`src/rtl/vend_ctrl_param_if.sv`:
```
`default_nettype none
// ============================================================================
//  Module      : vend_ctrl_param_if
//  Description : Handshake bundle between a vending front panel (coins,
//                selections, cancel, restock) and the vend_ctrl_param core.
//  Revision    : 1.0  initial release
// ============================================================================
interface vend_ctrl_param_if #(
  parameter int IW       = 2,
  parameter int CREDIT_W = 8,
  parameter int STOCK_W  = 4
);
  // Panel -> controller
  logic                coin_valid;
  logic [1:0]          coin_type;
  logic                sel_valid;
  logic [IW-1:0]       sel_idx;
  logic                cancel;
  logic                restock_valid;
  logic [IW-1:0]       restock_idx;
  logic [STOCK_W-1:0]  restock_qty;

  // Controller -> panel
  logic [CREDIT_W-1:0] credit;
  logic                dispense_valid;
  logic [IW-1:0]       dispense_idx;
  logic                change_valid;
  logic [CREDIT_W-1:0] change_amt;
  logic                coin_reject;
  logic                error;
  logic [1:0]          err_code;
  logic                busy;

  modport master (
    output coin_valid, coin_type, sel_valid, sel_idx, cancel,
           restock_valid, restock_idx, restock_qty,
    input  credit, dispense_valid, dispense_idx, change_valid, change_amt,
           coin_reject, error, err_code, busy
  );

  modport slave (
    input  coin_valid, coin_type, sel_valid, sel_idx, cancel,
           restock_valid, restock_idx, restock_qty,
    output credit, dispense_valid, dispense_idx, change_valid, change_amt,
           coin_reject, error, err_code, busy
  );
endinterface
`default_nettype wire

```
`src/rtl/vend_ctrl_param.sv`:
```
`default_nettype none
// ============================================================================
//  Module      : vend_ctrl_param
//  Description : Parameterised vending-machine controller. Accumulates coin
//                credit, validates selections against per-item stock and
//                price, dispenses, returns change, refunds on cancel or idle
//                timeout and accepts restocking at any time.
//  Revision    : 1.0  initial release
// ============================================================================
module vend_ctrl_param #(
  parameter int                          N_ITEMS  = 4,
  parameter int                          CREDIT_W = 8,
  parameter logic [N_ITEMS*CREDIT_W-1:0] PRICES   = {8'd25, 8'd15, 8'd10, 8'd5},
  parameter int                          STOCK_W  = 4,
  parameter int                          TIMEOUT  = 1000
) (
  input  logic             clk,
  input  logic             reset,
  vend_ctrl_param_if.slave bus
);

  localparam int IW = $clog2(N_ITEMS);
  // Sum width must hold the largest coin (25) even for narrow credit widths.
  localparam int SW = ((CREDIT_W > 5) ? CREDIT_W : 5) + 1;
  localparam int TW = $clog2(TIMEOUT + 1);

  localparam logic [SW-1:0] CREDIT_MAX = {{(SW-CREDIT_W){1'b0}}, {CREDIT_W{1'b1}}};

  localparam logic [1:0] ERR_NONE    = 2'b00;
  localparam logic [1:0] ERR_CREDIT  = 2'b01;
  localparam logic [1:0] ERR_SOLDOUT = 2'b10;
  localparam logic [1:0] ERR_BADIDX  = 2'b11;

  typedef enum logic [1:0] {
    S_IDLE   = 2'd0,
    S_CREDIT = 2'd1,
    S_VEND   = 2'd2,
    S_CHANGE = 2'd3
  } state_t;

  state_t              state_q, state_d;
  logic [CREDIT_W-1:0] credit_q, credit_d;
  logic [TW-1:0]       tmo_q, tmo_d;
  logic [STOCK_W-1:0]  stock_q [N_ITEMS];
  logic [STOCK_W-1:0]  stock_d [N_ITEMS];
  logic [STOCK_W:0]    stock_sum [N_ITEMS];

  logic                dispense_valid_q, dispense_valid_d;
  logic [IW-1:0]       dispense_idx_q, dispense_idx_d;
  logic                change_valid_q, change_valid_d;
  logic [CREDIT_W-1:0] change_amt_q, change_amt_d;
  logic                coin_reject_q, coin_reject_d;
  logic                error_q, error_d;
  logic [1:0]          err_code_q, err_code_d;

  logic                dispense_en;
  logic                sel_bad;
  logic [CREDIT_W-1:0] sel_price;
  logic [STOCK_W-1:0]  sel_stock;
  logic [SW-1:0]       coin_sum;
  logic                coin_ovf;

  function automatic logic [SW-1:0] coin_value(input logic [1:0] t);
    logic [SW-1:0] v;
    case (t)
      2'b00:   v = SW'(1);
      2'b01:   v = SW'(5);
      2'b10:   v = SW'(10);
      default: v = SW'(25);
    endcase
    return v;
  endfunction

  // An index can only be out of range when N_ITEMS is not a power of two.
  generate
    if (N_ITEMS == (1 << IW)) begin : g_idx_full
      assign sel_bad = 1'b0;
    end else begin : g_idx_partial
      assign sel_bad = (bus.sel_idx >= IW'(N_ITEMS));
    end
  endgenerate

  // Look up price and stock of the currently presented selection.
  always_comb begin
    sel_price = '0;
    sel_stock = '0;
    for (int i = 0; i < N_ITEMS; i++) begin
      if (bus.sel_idx == IW'(i)) begin
        sel_price = PRICES[i*CREDIT_W +: CREDIT_W];
        sel_stock = stock_q[i];
      end
    end
  end

  assign coin_sum = {{(SW-CREDIT_W){1'b0}}, credit_q} + coin_value(bus.coin_type);
  assign coin_ovf = (coin_sum > CREDIT_MAX);

  // Next-state, credit, timeout and pulse decoding.
  always_comb begin
    state_d          = state_q;
    credit_d         = credit_q;
    tmo_d            = tmo_q;
    dispense_valid_d = 1'b0;
    dispense_idx_d   = '0;
    change_valid_d   = 1'b0;
    change_amt_d     = '0;
    coin_reject_d    = 1'b0;
    error_d          = 1'b0;
    err_code_d       = ERR_NONE;
    dispense_en      = 1'b0;

    case (state_q)
      S_IDLE, S_CREDIT: begin
        if (bus.cancel && (state_q == S_CREDIT)) begin
          // Cancel wins; a coin in the same cycle goes back uncredited.
          state_d        = S_CHANGE;
          change_valid_d = 1'b1;
          change_amt_d   = credit_q;
          credit_d       = '0;
          tmo_d          = '0;
          coin_reject_d  = bus.coin_valid;
        end else if (bus.sel_valid) begin
          tmo_d         = '0;
          coin_reject_d = bus.coin_valid;
          if (sel_bad) begin
            error_d    = 1'b1;
            err_code_d = ERR_BADIDX;
          end else if (sel_stock == '0) begin
            error_d    = 1'b1;
            err_code_d = ERR_SOLDOUT;
          end else if (credit_q < sel_price) begin
            error_d    = 1'b1;
            err_code_d = ERR_CREDIT;
          end else begin
            dispense_en      = 1'b1;
            dispense_valid_d = 1'b1;
            dispense_idx_d   = bus.sel_idx;
            credit_d         = credit_q - sel_price;
            state_d          = S_VEND;
          end
        end else if (bus.coin_valid) begin
          tmo_d = '0;
          if (coin_ovf) begin
            coin_reject_d = 1'b1;
          end else begin
            credit_d = coin_sum[CREDIT_W-1:0];
            state_d  = S_CREDIT;
          end
        end else if (state_q == S_CREDIT) begin
          if (tmo_q == TW'(TIMEOUT - 1)) begin
            state_d        = S_CHANGE;
            change_valid_d = 1'b1;
            change_amt_d   = credit_q;
            credit_d       = '0;
            tmo_d          = '0;
          end else begin
            tmo_d = tmo_q + TW'(1);
          end
        end
      end

      S_VEND: begin
        coin_reject_d = bus.coin_valid;
        tmo_d         = '0;
        if (credit_q != '0) begin
          state_d        = S_CHANGE;
          change_valid_d = 1'b1;
          change_amt_d   = credit_q;
          credit_d       = '0;
        end else begin
          state_d = S_IDLE;
        end
      end

      S_CHANGE: begin
        coin_reject_d = bus.coin_valid;
        tmo_d         = '0;
        state_d       = S_IDLE;
      end

      default: begin
        state_d  = S_IDLE;
        credit_d = '0;
        tmo_d    = '0;
      end
    endcase
  end

  // Per-item stock update: dispense removes one unit, restock adds with saturation.
  always_comb begin
    for (int i = 0; i < N_ITEMS; i++) begin
      stock_sum[i] = {1'b0, stock_q[i]}
                   - {{STOCK_W{1'b0}}, (dispense_en && (bus.sel_idx == IW'(i)))}
                   + ((bus.restock_valid && (bus.restock_idx == IW'(i)))
                      ? {1'b0, bus.restock_qty} : '0);
      stock_d[i]   = stock_sum[i][STOCK_W] ? {STOCK_W{1'b1}} : stock_sum[i][STOCK_W-1:0];
    end
  end

  // State, credit, timeout and registered pulse outputs.
  always_ff @(posedge clk or posedge reset) begin
    if (reset) begin
      state_q          <= S_IDLE;
      credit_q         <= '0;
      tmo_q            <= '0;
      dispense_valid_q <= 1'b0;
      dispense_idx_q   <= '0;
      change_valid_q   <= 1'b0;
      change_amt_q     <= '0;
      coin_reject_q    <= 1'b0;
      error_q          <= 1'b0;
      err_code_q       <= ERR_NONE;
    end else begin
      state_q          <= state_d;
      credit_q         <= credit_d;
      tmo_q            <= tmo_d;
      dispense_valid_q <= dispense_valid_d;
      dispense_idx_q   <= dispense_idx_d;
      change_valid_q   <= change_valid_d;
      change_amt_q     <= change_amt_d;
      coin_reject_q    <= coin_reject_d;
      error_q          <= error_d;
      err_code_q       <= err_code_d;
    end
  end

  // Stock counters.
  always_ff @(posedge clk or posedge reset) begin
    if (reset) begin
      for (int i = 0; i < N_ITEMS; i++) begin
        stock_q[i] <= '0;
      end
    end else begin
      for (int i = 0; i < N_ITEMS; i++) begin
        stock_q[i] <= stock_d[i];
      end
    end
  end

  assign bus.credit         = credit_q;
  assign bus.dispense_valid = dispense_valid_q;
  assign bus.dispense_idx   = dispense_idx_q;
  assign bus.change_valid   = change_valid_q;
  assign bus.change_amt     = change_amt_q;
  assign bus.coin_reject    = coin_reject_q;
  assign bus.error          = error_q;
  assign bus.err_code       = err_code_q;
  assign bus.busy           = (state_q == S_VEND) || (state_q == S_CHANGE);

endmodule
`default_nettype wire

```
`src/flat_wrapper.sv`:
```
// flat-port wrapper written by rule: the top's interface ports become plain ports
module vend_ctrl_param_flat 
#(
  parameter int                          N_ITEMS  = 4,
  parameter int                          CREDIT_W = 8,
  parameter logic [N_ITEMS*CREDIT_W-1:0] PRICES   = {8'd25, 8'd15, 8'd10, 8'd5},
  parameter int                          STOCK_W  = 4,
  parameter int                          TIMEOUT  = 1000
)
  (clk, reset, bus_coin_valid, bus_coin_type, bus_sel_valid, bus_sel_idx, bus_cancel, bus_restock_valid, bus_restock_idx, bus_restock_qty, bus_credit, bus_dispense_valid, bus_dispense_idx, bus_change_valid, bus_change_amt, bus_coin_reject, bus_error, bus_err_code, bus_busy);
  vend_ctrl_param_if #(.IW(2), .CREDIT_W(CREDIT_W), .STOCK_W(STOCK_W)) bus_i ();
  input  logic clk;
  input  logic reset;
  input wire logic [$bits(bus_i.coin_valid)-1:0] bus_coin_valid;
  input wire logic [$bits(bus_i.coin_type)-1:0] bus_coin_type;
  input wire logic [$bits(bus_i.sel_valid)-1:0] bus_sel_valid;
  input wire logic [$bits(bus_i.sel_idx)-1:0] bus_sel_idx;
  input wire logic [$bits(bus_i.cancel)-1:0] bus_cancel;
  input wire logic [$bits(bus_i.restock_valid)-1:0] bus_restock_valid;
  input wire logic [$bits(bus_i.restock_idx)-1:0] bus_restock_idx;
  input wire logic [$bits(bus_i.restock_qty)-1:0] bus_restock_qty;
  output wire logic [$bits(bus_i.credit)-1:0] bus_credit;
  output wire logic [$bits(bus_i.dispense_valid)-1:0] bus_dispense_valid;
  output wire logic [$bits(bus_i.dispense_idx)-1:0] bus_dispense_idx;
  output wire logic [$bits(bus_i.change_valid)-1:0] bus_change_valid;
  output wire logic [$bits(bus_i.change_amt)-1:0] bus_change_amt;
  output wire logic [$bits(bus_i.coin_reject)-1:0] bus_coin_reject;
  output wire logic [$bits(bus_i.error)-1:0] bus_error;
  output wire logic [$bits(bus_i.err_code)-1:0] bus_err_code;
  output wire logic [$bits(bus_i.busy)-1:0] bus_busy;
  assign bus_i.coin_valid = bus_coin_valid;
  assign bus_i.coin_type = bus_coin_type;
  assign bus_i.sel_valid = bus_sel_valid;
  assign bus_i.sel_idx = bus_sel_idx;
  assign bus_i.cancel = bus_cancel;
  assign bus_i.restock_valid = bus_restock_valid;
  assign bus_i.restock_idx = bus_restock_idx;
  assign bus_i.restock_qty = bus_restock_qty;
  assign bus_credit = bus_i.credit;
  assign bus_dispense_valid = bus_i.dispense_valid;
  assign bus_dispense_idx = bus_i.dispense_idx;
  assign bus_change_valid = bus_i.change_valid;
  assign bus_change_amt = bus_i.change_amt;
  assign bus_coin_reject = bus_i.coin_reject;
  assign bus_error = bus_i.error;
  assign bus_err_code = bus_i.err_code;
  assign bus_busy = bus_i.busy;
  vend_ctrl_param #(.N_ITEMS(N_ITEMS), .CREDIT_W(CREDIT_W), .PRICES(PRICES), .STOCK_W(STOCK_W), .TIMEOUT(TIMEOUT)) u_core (.clk(clk), .reset(reset), .bus(bus_i));
endmodule
```
`config.mk`:
```
export PLATFORM = sky130hd
export DESIGN_NAME = vend_ctrl_param_flat
export DESIGN_NICKNAME = d
export VERILOG_FILES = /design/src/rtl/vend_ctrl_param_if.sv /design/src/rtl/vend_ctrl_param.sv /design/src/flat_wrapper.sv
export SDC_FILE = /design/constraint.sdc
export NUM_CORES = 1
export LEC_CHECK = 0
export BUFFER_PORTS_ARGS = -buffer_cell sky130_fd_sc_hd__buf_2
export CAP_MARGIN = 20
export CORE_MARGIN = 1.5
export CORE_UTILIZATION = 54
export DETAILED_ROUTE_END_ITERATION = 12
export PLACE_DENSITY = 0.77
export SLEW_MARGIN = 20
export SYNTH_ARGS = -nofsm -noshare
export SYNTH_HDL_FRONTEND = slang
export SYNTH_SLANG_ARGS = --single-unit
```
`constraint.sdc`:
```
create_clock -name clk -period 3.33 [get_ports clk]
set_input_delay 0.8325 -clock clk [delete_from_list [all_inputs] [get_ports clk]]
set_output_delay 0.8325 -clock clk [all_outputs]
set_load 0.03 [all_outputs]
```
==> summary.md, run 1 <==
| Metric | Value |
|---|---|
| Outcome | complete, but fails checks |
| Failing checks | negative setup slack |
| Largest family of logic cells by synthesized area | adder cells |
| Compound-Gate Fraction of Synth Area | 13.7% |
| Die width | 86.7 um |
| Post-Route WL | 9.54 mm |
| Lkg Pwr | 2.48 nW |
| Share of flip-flops with an asynchronous set or reset | 100% |
| Pre-CTS WS | -0.779 ns |
| Vias in the first global route | 3418 |
| Num Clock Sinks | 52 |
| Largest fanout on the critical path | 6 |
| Critical-path cell list | buf_12 > buf_4 > ha_4 > o21ai_1 > ha_1 > a21oi_2 > o211ai_1 > nor2b_4 > and2_4 > ha_4 > inv_2 > ha_4 > inv_2 > fa_2 > inv_2 > a21o_1 > a21oi_2 > xor2_2 > nand2_1 |
| Synthesized-area fraction occupied by adder cells | 19.0% |
| Synth cell count leaders | inv_1, dfrtp_1, ha_1, nand2_1, nor2_1 |
| Initial antenna violation count | 0 |
| Net count, final | 592 |
| Global-route wire length before repair | 15.4 mm |
| Mux cell area share after synthesis | 1.09% |
| Slowest cell on the critical path | ha_1 |
| Synthesized area | 0.00379 sq mm |
| Crit-path leading delay family | adder cells |
| Worst path bufs/invs | 5 |
| Setup TNS Final | -2.91 ns |
| Total Power | 3.82 mW |
| Final period util | 108% |
| Post-synth EDFFs | 0 |
| Final min period | 3.59 ns |
| CTS tree | yes |
| Slew Limit Fails | 0 |
| Most numerous cell in the Yosys netlist | inv_1 |
| Final Hold Violating Endpoints | 0 |
| Drt first-iter violations | 221 |
| Critical Path RT | 3.53 ns |
| Unrepaired setup endpoints after global routing | true |
| # diodes | 0 |
| CTS max path bufs | 2 |
| Post-DP Area | 0.00446 sq mm |
| Area Growth Syn to Fin | 31.0% |
| Gate Count Post-Synth | 421 |
| Slew HR | 60.9% |
| Ranking of synthesized cells by area | dfrtp_1, ha_1, inv_1, xor2_1, nand2_1 |
| Final instance area | 0.00496 sq mm |
| GRT Total Usage | 26.1% |
| Via count | 3350 |
| Reg clk slew, reported paths | 0.10 ns |
| Post-synth top area cell | dfrtp_1 |
| Synth Register Bits | 52 |
| Power per cell area | 770 mW/mm^2 |
| Hold WS | 0.552 ns |
| XOR/XNOR Fraction of Synth Area | 5.09% |
| Main synth FF type | dfrtp_1 |
| Port Buffer Count | 40 |
| Total grt overflow | 0 |
| Yosys warns | 0 |
| Hold WC Path Type | register to register |
| DR WL/cell | 15.4 um |
| Fmax | 0.279 GHz |
| Crit path kind | input port to register |
| Layout Utilization | 73.0% |
| Max Cap Viol | 0 |
| Hold buffers post-CTS | 0 |
| Peak supply drop | 0.000420 V |
| Root Driver | clkbuf_8 |
| Sequential fraction of the synthesis area | 34.4% |
| DR pass1 iterations | 5 |
| Yosys top cell area share | 34.4% |
| Starting Density | 55.7% |
| Layout cells sized above 1 | 32.9% |
| H-tree Lvls | 2 |
| Placed Cells | 590 |
| I/O pins | 41 |
| DRC violation count after routing | 0 |
| Pin count of the biggest net entering global routing | 28 |
| Clock Skew | 0.00949 ns |
| CP endpoint kind | register |
| Num CTS Buffers | 5 |
| Core area | 0.00679 sq mm |
| Max stage delay on crit path | 0.30 ns |
| Die area | 0.00752 sq mm |
| RePlAce Congestion | 0.949 |
| Clk_lat worst skew | 0.31 ns |
| Setup ws final | -0.257 ns |
| Final std cells w/o fill | 619 |
| Syn_nets | 491 |
| Yosys cell types | 51 |
| Syn avg cell area | 8.99 sq um |
| Synth Area in Simple Gates | 18.8% |
| Via/cell ratio | 5.41 |
| Worst-margin pin slew | 0.584 ns |
| DP Wirelength | 6.87 mm |
| Antenna Nets Post-Route | 0 |
| Filler instances | 496 |
| Worst setup SP type | input port |
| # setup viols final | 16 |
| FP Rows | 30 |
| Chip height | 86.7 um |
| CP arrival | 3.79 ns |
==> cells in the final DEF (no fill, tap or decap), types with 11 or more instances in the layout <==
cell / n
buf_4: 63
dfrtp_1: 52
inv_1: 50
nand2_1: 43
buf_2: 38
ha_1: 34
nor2_1: 23
xor2_1: 15
inv_2: 14
a21o_1: 13
ha_4: 13
and2_1: 11
==> logic make-up after synthesis <==
logic type | after synthesis
buffers and inverters | 76
flip-flops | 52
AO/OA/AOI/OAI | 75
adder cells (fa/ha/maj) | 54
AND/OR/NAND/NOR | 139
XOR/XNOR | 22
multiplexers | 3
==> flip-flops by register name, summed over array words and instances, names as in the netlist <==
register	flops
u_core.stock_q	16
u_core.tmo_q	10
u_core.bus.change_amt	8
u_core.bus.credit	8
u_core.bus.dispense_idx	2
u_core.bus.err_code	2
u_core.state_q	2
u_core.bus.change_valid	1
u_core.bus.coin_reject	1
u_core.bus.dispense_valid	1
u_core.bus.error	1
==> final cells by class <==
| class | instances | area, sq um | area share, % |
|---|---|---|---|
| Sequential cell | 52 | 1300 | 26.2 |
| Multi-Input combinational cell | 293 | 2460 | 49.6 |
| Clock buffer | 5 | 68.8 | 1.39 |
| Timing Repair Buffer | 103 | 694 | 14.0 |
| Inverter | 67 | 272 | 5.48 |
| Clock inverter | 3 | 42.5 | 0.858 |
| Tap cell | 96 | 120 | 2.42 |
==> layer usage <==
metal	GRT usage [%]	vias to the layer above	routed length (um)
met3	4.38	25	510
met1	31.7	1577	3910
met5	0	-	0
met2	46.2	129	4870
met4	9.97	0	244
li1	-	1619	-
==> repair_timing <==
item / 4_1_cts / 5_1_grt
pin swaps: 28 / 21
buffers inserted: 13 / 10
gates resized for setup: 30 / 18
endpoints found under the setup margin: 16 / 26
==> worst paths after layout <==
kind                                    start                        to  slack (ns)  depth (start not counted)
max in group asynchronous               reset  u_core.bus.change_amt[2]        2.01                          3
hold reg to reg               u_core.tmo_q[1]           u_core.tmo_q[1]        0.55                          1
setup reg to reg           u_core.stock_q[13]         u_core.stock_q[3]       -0.15                         16
hold / removal                u_core.tmo_q[1]           u_core.tmo_q[1]        0.55                          1
setup / recovery               bus_sel_idx[1]         u_core.stock_q[3]       -0.26                         19
min in group asynchronous               reset         u_core.stock_q[7]        0.56                          2
==> power by group <==
| group | internal (mW) | total, mW | switching, mW | leakage [nW] |
|---|---|---|---|---|
| clock | 0.223 | 0.443 | 0.220 | 0.0541 |
| sequential | 0.808 | 0.903 | 0.0945 | 0.639 |
| combinational | 1.12 | 2.47 | 1.35 | 1.79 |
| total | 2.15 | 3.82 | 1.67 | 2.48 |
Note: power is estimated with default switching activity, not from simulation.
==> run 2, diff against run 1 <==
ABC_AREA = 1   (was not set)
==> run 2 against run 1 <==
  * The flow still finishes with violations (negative setup slack)
  * Final cell count rose by 20%
  * Sequential cell count did not move
  * Synthesized cell count rose by 32%
  * Area after synthesis rose by 8.1%
  * Power fell by 7.4%
  * First-iteration DRC count rose by 11%
  * Utilization fell by 2.9 points
  * Maximum frequency rose by 1.8%
  * Via count rose by 14%
  * Die area rose by 7.8%
  * Routed wire length fell by 1.7%
  * Critical path type unchanged
  * Critical endpoint is now u_core.stock_q[6]
  * Largest power group unchanged
==> summary.md, run 2 <==
| Metric | Value |
|---|---|
| Clock power share | 10.7% |
| Via count | 3815 |
| Post-synth top area cell | dfrtp_1 |
| Syn avg cell area | 7.36 sq um |
| Root Driver | clkbuf_8 |
| Post-DP Area | 0.00473 sq mm |
| P_int | 1.85 mW |
| Hold buffers post-CTS | 0 |
| Die area | 0.00811 sq mm |
| Outcome | complete, but fails checks |
| Reg clk slew, reported paths | 0.10 ns |
| Gate Count Post-Synth | 556 |
| CTS tree | yes |
| Via/cell ratio | 5.16 |
| Global-route wire length before repair | 15.2 mm |
| Chip height | 90.0 um |
| Failing checks | negative setup slack |
| Hold WC Path Type | input port to asynchronous set/reset pin |
| Starting Density | 56.1% |
| Total Power | 3.53 mW |
| Layout Utilization | 70.1% |
| Synth cell count leaders | inv_1, nand2_1, dfrtp_1, ha_1, nor2_1 |
| Main synth FF type | dfrtp_1 |
| Combinational Power Share | 62.9% |
| Post-synth EDFFs | 0 |
| FP Rows | 31 |
| Clock Skew | 0.00841 ns |
| Peak supply drop | 0.000377 V |
| Final Hold Violating Endpoints | 0 |
| Most common cell after layout, fill and taps aside | nand2_1 |
| Setup ws final | -0.195 ns |
| Largest fanout on the critical path | 6 |
| Vias in the first global route | 3484 |
| Initial antenna violation count | 0 |
| Final std cells w/o fill | 740 |
| Number of flip-flops under the largest register name | 16 |
| Largest regs | u_core.stock_q: 16 flops, u_core.tmo_q: 10 flops |
| RePlAce Congestion | 0.929 |
| Synth Register Bits | 52 |
| Net count, final | 710 |
| Num Clock Sinks | 52 |
| Yosys cell types | 37 |
| Fmax | 0.284 GHz |
| CP endpoint kind | register |
| Final instance area | 0.00511 sq mm |
| Layout cells sized above 1 | 28.1% |
| DRC violation count after routing | 0 |
| Setup TNS Final | -2.39 ns |
| Pin count of the biggest net entering global routing | 21 |
| Max Cap Viol | 0 |
| Antenna Nets Post-Route | 0 |
| # setup viols final | 16 |
| Die width | 90.0 um |
| Area Growth Syn to Fin | 24.9% |
| Total grt overflow | 0 |
| Lkg Pwr | 2.76 nW |
| Unrepaired setup endpoints after global routing | true |
| CP arrival | 3.70 ns |
| Post-Route WL | 9.38 mm |
| Ranking of synthesized cells by area | dfrtp_1, ha_1, inv_1, nand2_1, nand3_1 |
| Syn_nets | 626 |
| Most frequent cells in the layout | nand2_1, inv_1, dfrtp_1 |
| DP Wirelength | 7.28 mm |
| Share of flip-flops with an asynchronous set or reset | 100% |
| I/O pins | 41 |
| Final period util | 106% |
| Crit path kind | input port to register |
| DR pass1 iterations | 5 |
| Slew HR | 65.0% |
| CP startpoint | bus_sel_idx[1] |
| Final min period | 3.52 ns |
| Worst setup SP type | input port |
| Yosys warns | 0 |
| Biggest register | u_core.stock_q |
| Port Buffer Count | 40 |
| Switching fraction of total power | 47.6% |
| Sequential power share | 26.4% |
| Core area | 0.00729 sq mm |
| Worst-margin pin slew | 0.520 ns |
| Net Switching | 1.68 mW |
| DR WL/cell | 12.7 um |
| Worst reg2reg startpoint | u_core.bus.credit[0] |
| H-tree Lvls | 2 |
| Num CTS Buffers | 5 |
| GRT Total Usage | 22.7% |
| # diodes | 0 |
| Critical Path RT | 3.51 ns |
| Synthesized area | 0.00409 sq mm |
| Placed Cells | 719 |
| Slew Limit Fails | 0 |
| CTS max path bufs | 2 |
| Power per cell area | 691 mW/mm^2 |
| Yosys top cell area share | 31.8% |
| Drt first-iter violations | 245 |
| Sequential fraction of the synthesis area | 31.8% |
| Clk_lat worst skew | 0.31 ns |
-- run 2: changes by cell type after synthesis, moves of 10 or more --
cell	previous run	this run
a21o_1	13	0
and2_1	14	1
inv_1	67	117
nand2_1	44	117
nand3_1	2	41
nor2_1	24	42
nor2_2	0	10
nor2b_1	10	0
xor2_1	19	1
-- run 2: logic make-up after synthesis --
kind of cell / count (synthesis) / share of synthesized area [%]
AO/OA/AOI/OAI: 54 / 7.89
XOR/XNOR: 5 / 1.07
adder cells (fa/ha/maj): 54 / 17.6
buffers and inverters: 134 / 12.8
flip-flops: 52 / 31.8
AND/OR/NAND/NOR: 257 / 28.8
-- run 2: worst max-delay path, cell delays in order --
cell     delay (ns)
buf_12         0.11
inv_12         0.04
ha_4           0.16
inv_4          0.05
ha_4           0.12
inv_4          0.03
fa_2           0.37
nand3_2        0.10
nand3_2        0.07
nor2_1         0.12
inv_1          0.08
nand3_4        0.10
nor2_1         0.06
ha_1           0.28
inv_2          0.07
ha_4           0.14
inv_2          0.05
fa_2           0.36
nor2_2         0.11
o21ai_1        0.06
nand2_1        0.12
xnor2_2        0.16
o21ai_1        0.11
-- run 2: stage by stage --
stage	hold WS [ns]	setup WS (ns)
finish	0.480	-0.195
global route	0.502	-0.308
CTS	0.494	-0.128
detailed placement	0.486	-0.617
global placement	0.482	-0.520
floorplan	0.466	-0.200
-- run 2: power by group through the flow --
stage	Sequential (mW)	Clock, mW	Combinational, mW
after floorplan	1.07	0	1.42
after global placement	0.933	0	1.99
after detailed placement	0.936	0	2.05
after CTS	0.923	0.390	2.12
after global routing	0.951	0.421	2.47
final	0.931	0.379	2.22
-- run 2: worst paths after layout --
kind                                       endpoint  slack (ns)  cells past startpoint
setup reg to reg                  u_core.stock_q[6]        0.08                     20
hold reg to reg                     u_core.tmo_q[9]        0.50                      2
min in group clk                    u_core.tmo_q[9]        0.50                      2
max in group asynchronous  u_core.bus.change_amt[1]        2.29                      3
hold / removal                 u_core.bus.credit[4]        0.48                      2
setup / recovery                  u_core.stock_q[6]       -0.19                     23
-- run 2: cell type report --
class / instances / area [sq um]
multi-input combinational: 370 / 2540
inverter: 127 / 499
timing repair buffer: 84 / 552
clock buffer: 6 / 82.6
fill: 584 / 2180
tap: 99 / 124
sequential: 52 / 1300
clock inverter: 2 / 15.0
-- run 2: timing repair --
action	4_1_cts	5_1_grt
resized for setup	19	16
endpoints found under the setup margin	16	16
setup buffers	9	4
pin swaps	26	24
-- run 2: metal layers --
layer / track usage (%) / part of all wire, % / up-vias
met3: 3.05 / 4.5 / 14
met4: 4.50 / 1.4 / 0
met2: 40.2 / 49 / 113
li1: - / - / 1924
met5: 0 / 0 / -
met1: 29.7 / 45 / 1764
